<file path="config.mk">
export PLATFORM = sky130hd
export DESIGN_NAME = posit_encode_seq
export DESIGN_NICKNAME = d
export VERILOG_FILES = /design/src/rtl/posit_encode_seq.sv
export SDC_FILE = /design/constraint.sdc
export NUM_CORES = 1
export LEC_CHECK = 0
export BUFFER_PORTS_ARGS = -buffer_cell sky130_fd_sc_hd__buf_2
export CORE_ASPECT_RATIO = 0.5
export CORE_MARGIN = 1.5
export CORE_UTILIZATION = 54
export CTS_CLUSTER_DIAMETER = 50
export DETAILED_ROUTE_END_ITERATION = 8
export GPL_TIMING_DRIVEN = 0
export HOLD_SLACK_MARGIN = 0.06
export PLACE_DENSITY_LB_ADDON = 0.08
export SLEW_MARGIN = 20
export SYNTH_ARGS = -nofsm -noshare
export SYNTH_HDL_FRONTEND = slang
export SYNTH_SLANG_ARGS = --single-unit
</file>
<file path="constraint.sdc">
create_clock -name clk -period 3.6 [get_ports clk]
set_input_delay 0.18 -clock clk [delete_from_list [all_inputs] [get_ports clk]]
set_output_delay 0.18 -clock clk [all_outputs]
set_load 0.005 [all_outputs]
</file>
<file path="src/rtl/posit_encode_seq.sv">
// posit_encode_seq
// Sequential posit encoder. Packs an unpacked posit (sign, binary scale,
// fraction, sticky) into an N-bit posit with round-to-nearest-even. The
// regime is inserted one bit per cycle by shifting a 2N-bit work register.
//
// Handshakes (both sides): a transfer happens on a rising clk edge where
// valid and ready are both high. in_ready is high only in IDLE and out_valid
// only in DONE; both decode registered state, so no input reaches an output
// combinationally. out_posit holds its value until the next result.
//
// Ports
//   clk, rst_n         clock, asynchronous active-low reset
//   in_valid/in_ready  operand handshake
//   in_sign            result sign
//   in_scale           signed scale, value = 2^scale * 1.frac
//   in_frac            fraction bits after the hidden 1, MSB first
//   in_sticky          OR of fraction bits below in_frac
//   in_zero, in_nar    special results (NaR has priority)
//   out_valid/out_ready result handshake
//   out_posit          encoded posit
//   dbg_state_o        current FSM state (0 IDLE, 1 SHIFT, 2 ROUND, 3 DONE)
module posit_encode_seq #(
  parameter int N  = 32,
  parameter int es = 2,
  localparam int Bs = $clog2(N),
  localparam int SW = es + Bs + 2
) (
  input  logic          clk,
  input  logic          rst_n,
  input  logic          in_valid,
  output logic          in_ready,
  input  logic          in_sign,
  input  logic [SW-1:0] in_scale,
  input  logic [N-1:0]  in_frac,
  input  logic          in_sticky,
  input  logic          in_zero,
  input  logic          in_nar,
  output logic          out_valid,
  input  logic          out_ready,
  output logic [N-1:0]  out_posit,
  output logic [1:0]    dbg_state_o
);

  localparam int KW = SW - es;
  localparam logic signed [KW-1:0] K_MAX = KW'(N - 2);
  localparam logic signed [KW-1:0] K_MIN = KW'(-(N - 1));

  typedef enum logic [1:0] {IDLE = 2'd0, SHIFT = 2'd1, ROUND = 2'd2, DONE = 2'd3} state_t;

  state_t          state_q;
  logic [2*N-1:0]  w_q;
  logic            sticky_q;
  logic            fill_q;
  logic            sign_q;
  logic [Bs-1:0]   cnt_q;
  logic [N-1:0]    out_q;

  // ---------------------------------------------------------------- decode
  // Dropping the low es bits of the scale is an arithmetic shift (floor).
  logic signed [KW-1:0] k;
  logic [es-1:0]        e;
  logic                 k_neg;
  logic [KW-1:0]        m_full;
  logic [Bs-1:0]        m;
  logic                 special;
  logic [N-1:0]         special_mag;
  logic [N-1:0]         special_res;
  logic [2*N-1:0]       w_load;

  always_comb begin
    k           = signed'(in_scale[SW-1:es]);
    e           = in_scale[es-1:0];
    k_neg       = k[KW-1];
    m_full      = k_neg ? KW'(-k) : KW'(k + KW'(1));
    m           = m_full[Bs-1:0];
    special     = in_nar | in_zero | (k >= K_MAX) | (k <= K_MIN);
    special_mag = '0;
    special_res = '0;
    if (k >= K_MAX) begin
      special_mag = {1'b0, {(N-1){1'b1}}};
    end else begin
      special_mag = {{(N-1){1'b0}}, 1'b1};
    end
    // Sign applies to clamps only; NaR and zero are sign-less encodings.
    if (in_nar) begin
      special_res = {1'b1, {(N-1){1'b0}}};
    end else if (in_zero) begin
      special_res = '0;
    end else if (in_sign) begin
      special_res = -special_mag;
    end else begin
      special_res = special_mag;
    end
    // Terminating regime bit sits at the top; the fill bits shift in above it.
    w_load = {k_neg, e, in_frac, {(N-es-1){1'b0}}};
  end

  // ---------------------------------------------------------------- round
  logic [N-2:0] mag;
  logic         lsb_b;
  logic         guard_b;
  logic         st_b;
  logic         ulp;
  logic [N-1:0] sum;
  logic [N-2:0] mag_r;
  logic [N-1:0] res;

  always_comb begin
    mag     = w_q[2*N-1:N+1];
    lsb_b   = w_q[N+1];
    guard_b = w_q[N];
    st_b    = sticky_q | (|w_q[N-1:0]);
    ulp     = guard_b & (lsb_b | st_b);
    sum     = {1'b0, mag} + {{(N-1){1'b0}}, ulp};
    // A carry out of the magnitude would reach the NaR pattern: saturate.
    mag_r   = sum[N-1] ? {(N-1){1'b1}} : sum[N-2:0];
    res     = sign_q ? -{1'b0, mag_r} : {1'b0, mag_r};
  end

  // ---------------------------------------------------------------- FSM
  always_ff @(posedge clk or negedge rst_n) begin
    if (!rst_n) begin
      state_q  <= IDLE;
      w_q      <= '0;
      sticky_q <= 1'b0;
      fill_q   <= 1'b0;
      sign_q   <= 1'b0;
      cnt_q    <= '0;
      out_q    <= '0;
    end else begin
      case (state_q)
        IDLE: begin
          if (in_valid) begin
            sign_q <= in_sign;
            if (special) begin
              out_q   <= special_res;
              state_q <= DONE;
            end else begin
              w_q      <= w_load;
              sticky_q <= in_sticky;
              fill_q   <= ~k_neg;
              cnt_q    <= m;
              state_q  <= (m == '0) ? ROUND : SHIFT;
            end
          end
        end
        SHIFT: begin
          w_q      <= {fill_q, w_q[2*N-1:1]};
          sticky_q <= sticky_q | w_q[0];
          cnt_q    <= cnt_q - Bs'(1);
          if (cnt_q == Bs'(1)) begin
            state_q <= ROUND;
          end
        end
        ROUND: begin
          out_q   <= res;
          state_q <= DONE;
        end
        DONE: begin
          if (out_ready) begin
            state_q <= IDLE;
          end
        end
        default: state_q <= IDLE;
      endcase
    end
  end

  assign in_ready    = (state_q == IDLE);
  assign out_valid   = (state_q == DONE);
  assign out_posit   = out_q;
  assign dbg_state_o = state_q;

endmodule
</file>
==> results.py <==
metrics = {
    "sta": {
        "hold_violations": 0,
        "max_freq_mhz": 281.7,
        "relSlewSlack": 0.4455,
        "layout_setup_ws_ns": 0.05013,
        "slew_viol_final": 0,
        "fin_crit_ns": 3.550,
        "setup_viol": 0,
        "rsz0062_at_grt": "true",
        "worst_pin_slew_ns": 0.8203,
        "fin_skew_ns": 0.01355,
        "timing.final.crit_share": 0.9861,
        "fin_hold_ws_ns": 0.07333,
    },
    "die": {
        "die-area_um2": 13670,
        "initial_core_util": 0.5533,
        "rows": 29,
        "die_h_um": 83.43,
        "ioPinCount": 85,
        "coreArea_um2": 12630,
        "die_w_um": 163.9,
    },
    "power_and_ir_drop": {
        "ir_drop_v": 0.0003739,
        "leakage_nw": 3.557,
        "p_per_area_nw_per_um2": 841.0,
        "finalPower_mw": 7.076,
    },
    "synth": {
        "synthArstFlopShare": 1.000,
        "synth_edf_count": 0,
        "netlist_top_cells_count": "155 x nand2_1, 106 x dfrtp_1, 89 x o21ai_0",
        "netlist_instances": 856,
        "synth_seq_cells": 106,
        "synth_warnings": 0,
        "synth_area_um2": 6987,
        "avgSynthCellArea_um2": 8.162,
        "yosysTopAreaCell": "dfrtp_1",
        "seq_area_frac_synth": 0.3797,
        "synth_ff_type": "dfrtp_1",
        "synth.distinct_cells": 73,
        "synth_top_area_frac": 0.3797,
        "synth_most_common_cell": "nand2_1",
        "synth_area_leaders": "dfrtp_1 38%, nand2_1 8.3%, mux2i_1 6.4%",
        "synth_nets": 917,
    },
    "global_route": {
        "grt_overflow_total": 0,
        "track_usage": 0.2998,
        "antenna_found_initial": 0,
        "grt_max_degree": 78,
        "grt_pass1_wl_um": 32200,
        "grt_pass1_vias": 6343,
    },
    "job": {
        "cap_violations": 0,
    },
    "clock_network": {
        "cts_tree": "built",
        "clock_latency_ns": 0.37,
        "htreeDepth": 3,
        "path_clk_slew_ns": 0.09,
        "numCtsBuffers": 9,
        "cts.sinks": 106,
        "cts_root_buf": "clkbuf_16",
        "cts_max_path_buffers": 2,
    },
    "min_path": {
        "hp-class": "in2reg",
        "hold_end": "sticky_q",
        "hp-start": "in_sticky",
        "min_path_cells": 2,
    },
    "placed_design": {
        "pre_cts_slack_ns": -0.4947,
        "port_buffers": 84,
        "place_hpwl_um": 14280,
        "placed_area_um2": 7654,
        "gp_congestion": 0.9104,
    },
    "finish": {
        "antennaDiodeCount": 0,
        "drive_gt1_frac": 0.2002,
        "layout.nets": 1035,
        "num-fill-cells": 1071,
        "final_design_area_no_fill_um2": 8414,
        "syn_to_final_growth_pct": 20.43,
        "fin_util": 0.6664,
    },
    "worst_setup_path": {
        "critical_path_class": "reg2reg",
        "timing.rr.end": "out_posit[30]",
        "crit_arrival_ns": 3.85,
        "path_max_fanout": 8,
        "end_kind": "flop",
        "ff2ff_path_depth": 12,
        "startpoint_type": "flop",
        "crit_required_ns": 3.90,
        "r2r-start": "w_q[32]",
        "r2r_slack_ns": 0.05,
    },
    "detailed_routing": {
        "drc": 0,
        "drt_wl_total_um": 20090,
        "vias_per_cell": 5.932,
        "wl_per_cell_um": 17.48,
        "drtIter0Drc": 713,
        "ant_nets": 0,
        "vias": 6816,
        "firstDrtPassIters": 5,
    },
    "status": {
        "outcome": "finished, final reports clean",
    },
}
-- cell type report --
cell class / count / area, um2 / share of cell area
multi-input combinational: 672 / 4234 / 0.5032
clock buffer: 9 / 225.2 / 0.02677
tap: 170 / 212.7 / 0.02528
sequential: 106 / 2658 / 0.3158
clock inverter: 7 / 98.84 / 0.01175
timing repair buffer: 111 / 664.4 / 0.07896
buffer: 57 / 257.7 / 0.03063
inverter: 17 / 63.81 / 0.007584
-- placed cells by master (no fill, tap or decap), drive strengths merged, types with 12 or more instances in the layout --
| master | Yosys | routed |
|---|---|---|
| nand2 | 155 | 155 |
| clkbuf | 44 | 49 |
| nand3 | 32 | 32 |
| xnor2 | 22 | 22 |
| nor2 | 71 | 71 |
| or4 | 12 | 12 |
| nand4 | 13 | 13 |
| mux2i | 45 | 45 |
| inv | 17 | 21 |
| ha | 12 | 12 |
| o21ai | 90 | 90 |
| dfrtp | 106 | 106 |
| a21oi | 36 | 36 |
| nor4 | 22 | 22 |
| xor2 | 13 | 13 |
| nor3 | 27 | 27 |
| buf | 17 | 127 |
| o22ai | 12 | 12 |
-- worst max-delay path, cell delays in order (launching register included) --
cell	delay, ns
dfrtp_2	0.40
and2_1	0.13
ha_2	0.19
buf_6	0.14
nand4_4	0.12
buf_12	0.16
nor4_4	0.26
nand3_1	0.14
xor2_1	0.44
o2111ai_4	0.27
or4_4	0.62
or4b_1	0.49
nand3_1	0.10
-- metrics by stage --
| step | std cells | TNS (ns) |
|---|---|---|
| floorplan | 856 | 0 |
| global placement | 1110 | -2.122 |
| detailed placement | 1111 | -2.721 |
| CTS | 1135 | 0 |
| global route | 1149 | -0.02561 |
| finish | 1149 | 0 |
-- how the worst max path moves through the flow --
stage / from / to / slack [ns] / cells after the start
detailed placement: w_q[33] / out_posit[30] / -0.49 / 11
global route: w_q[48] / out_posit[30] / -0.02 / 10
floorplan: w_q[47] / out_posit[30] / 0.14 / 15
CTS: w_q[48] / out_posit[30] / 0.004 / 14
global placement: w_q[33] / out_posit[30] / -0.47 / 11
finish: w_q[32] / out_posit[30] / 0.05 / 12
-- flip-flops by register name, summed over array words and instances, names as in the netlist --
register     count
out_posit       32
sticky_q         1
fill_q           1
w_q             64
dbg_state_o      2
sign_q           1
cnt_q            5
-- routing by layer --
| layer | routed length [um] | GRT usage |
|---|---|---|
| met5 | 0 | 0 |
| met1 | 9553 | 0.4445 |
| met2 | 8925 | 0.4519 |
| met3 | 1348 | 0.04795 |
| met4 | 262 | 0.08264 |
-- cells by family (layout without fill, tap and decap cells) --
kind of cell | after synthesis | count (layout) | share of synthesized area
buffers and inverters | 78 | 201 | 0.04692
XOR/XNOR | 35 | 35 | 0.04387
multiplexers | 48 | 48 | 0.06930
AO/OA/AOI/OAI | 192 | 192 | 0.1649
AND/OR/NAND/NOR | 385 | 385 | 0.2738
adder cells (fa/ha/maj) | 12 | 12 | 0.02149
flip-flops | 106 | 106 | 0.3797
-- timing repair --
item / CTS / global route
endpoints found under the setup margin: 17 / 14
hold buffers: 1 / 0
setup buffers: 9 / 16
gates resized for setup: 22 / 30
endpoints found under the hold margin: 29 / 0
pin swaps: 2 / 16
-- power by group --
group          internal [mW]  switching [mW]  leakage (nW)
clock network          0.513           0.561         0.157
logic                   1.54            2.46          2.06
registers               1.65           0.359          1.34
(Power assumes the default switching activity.)
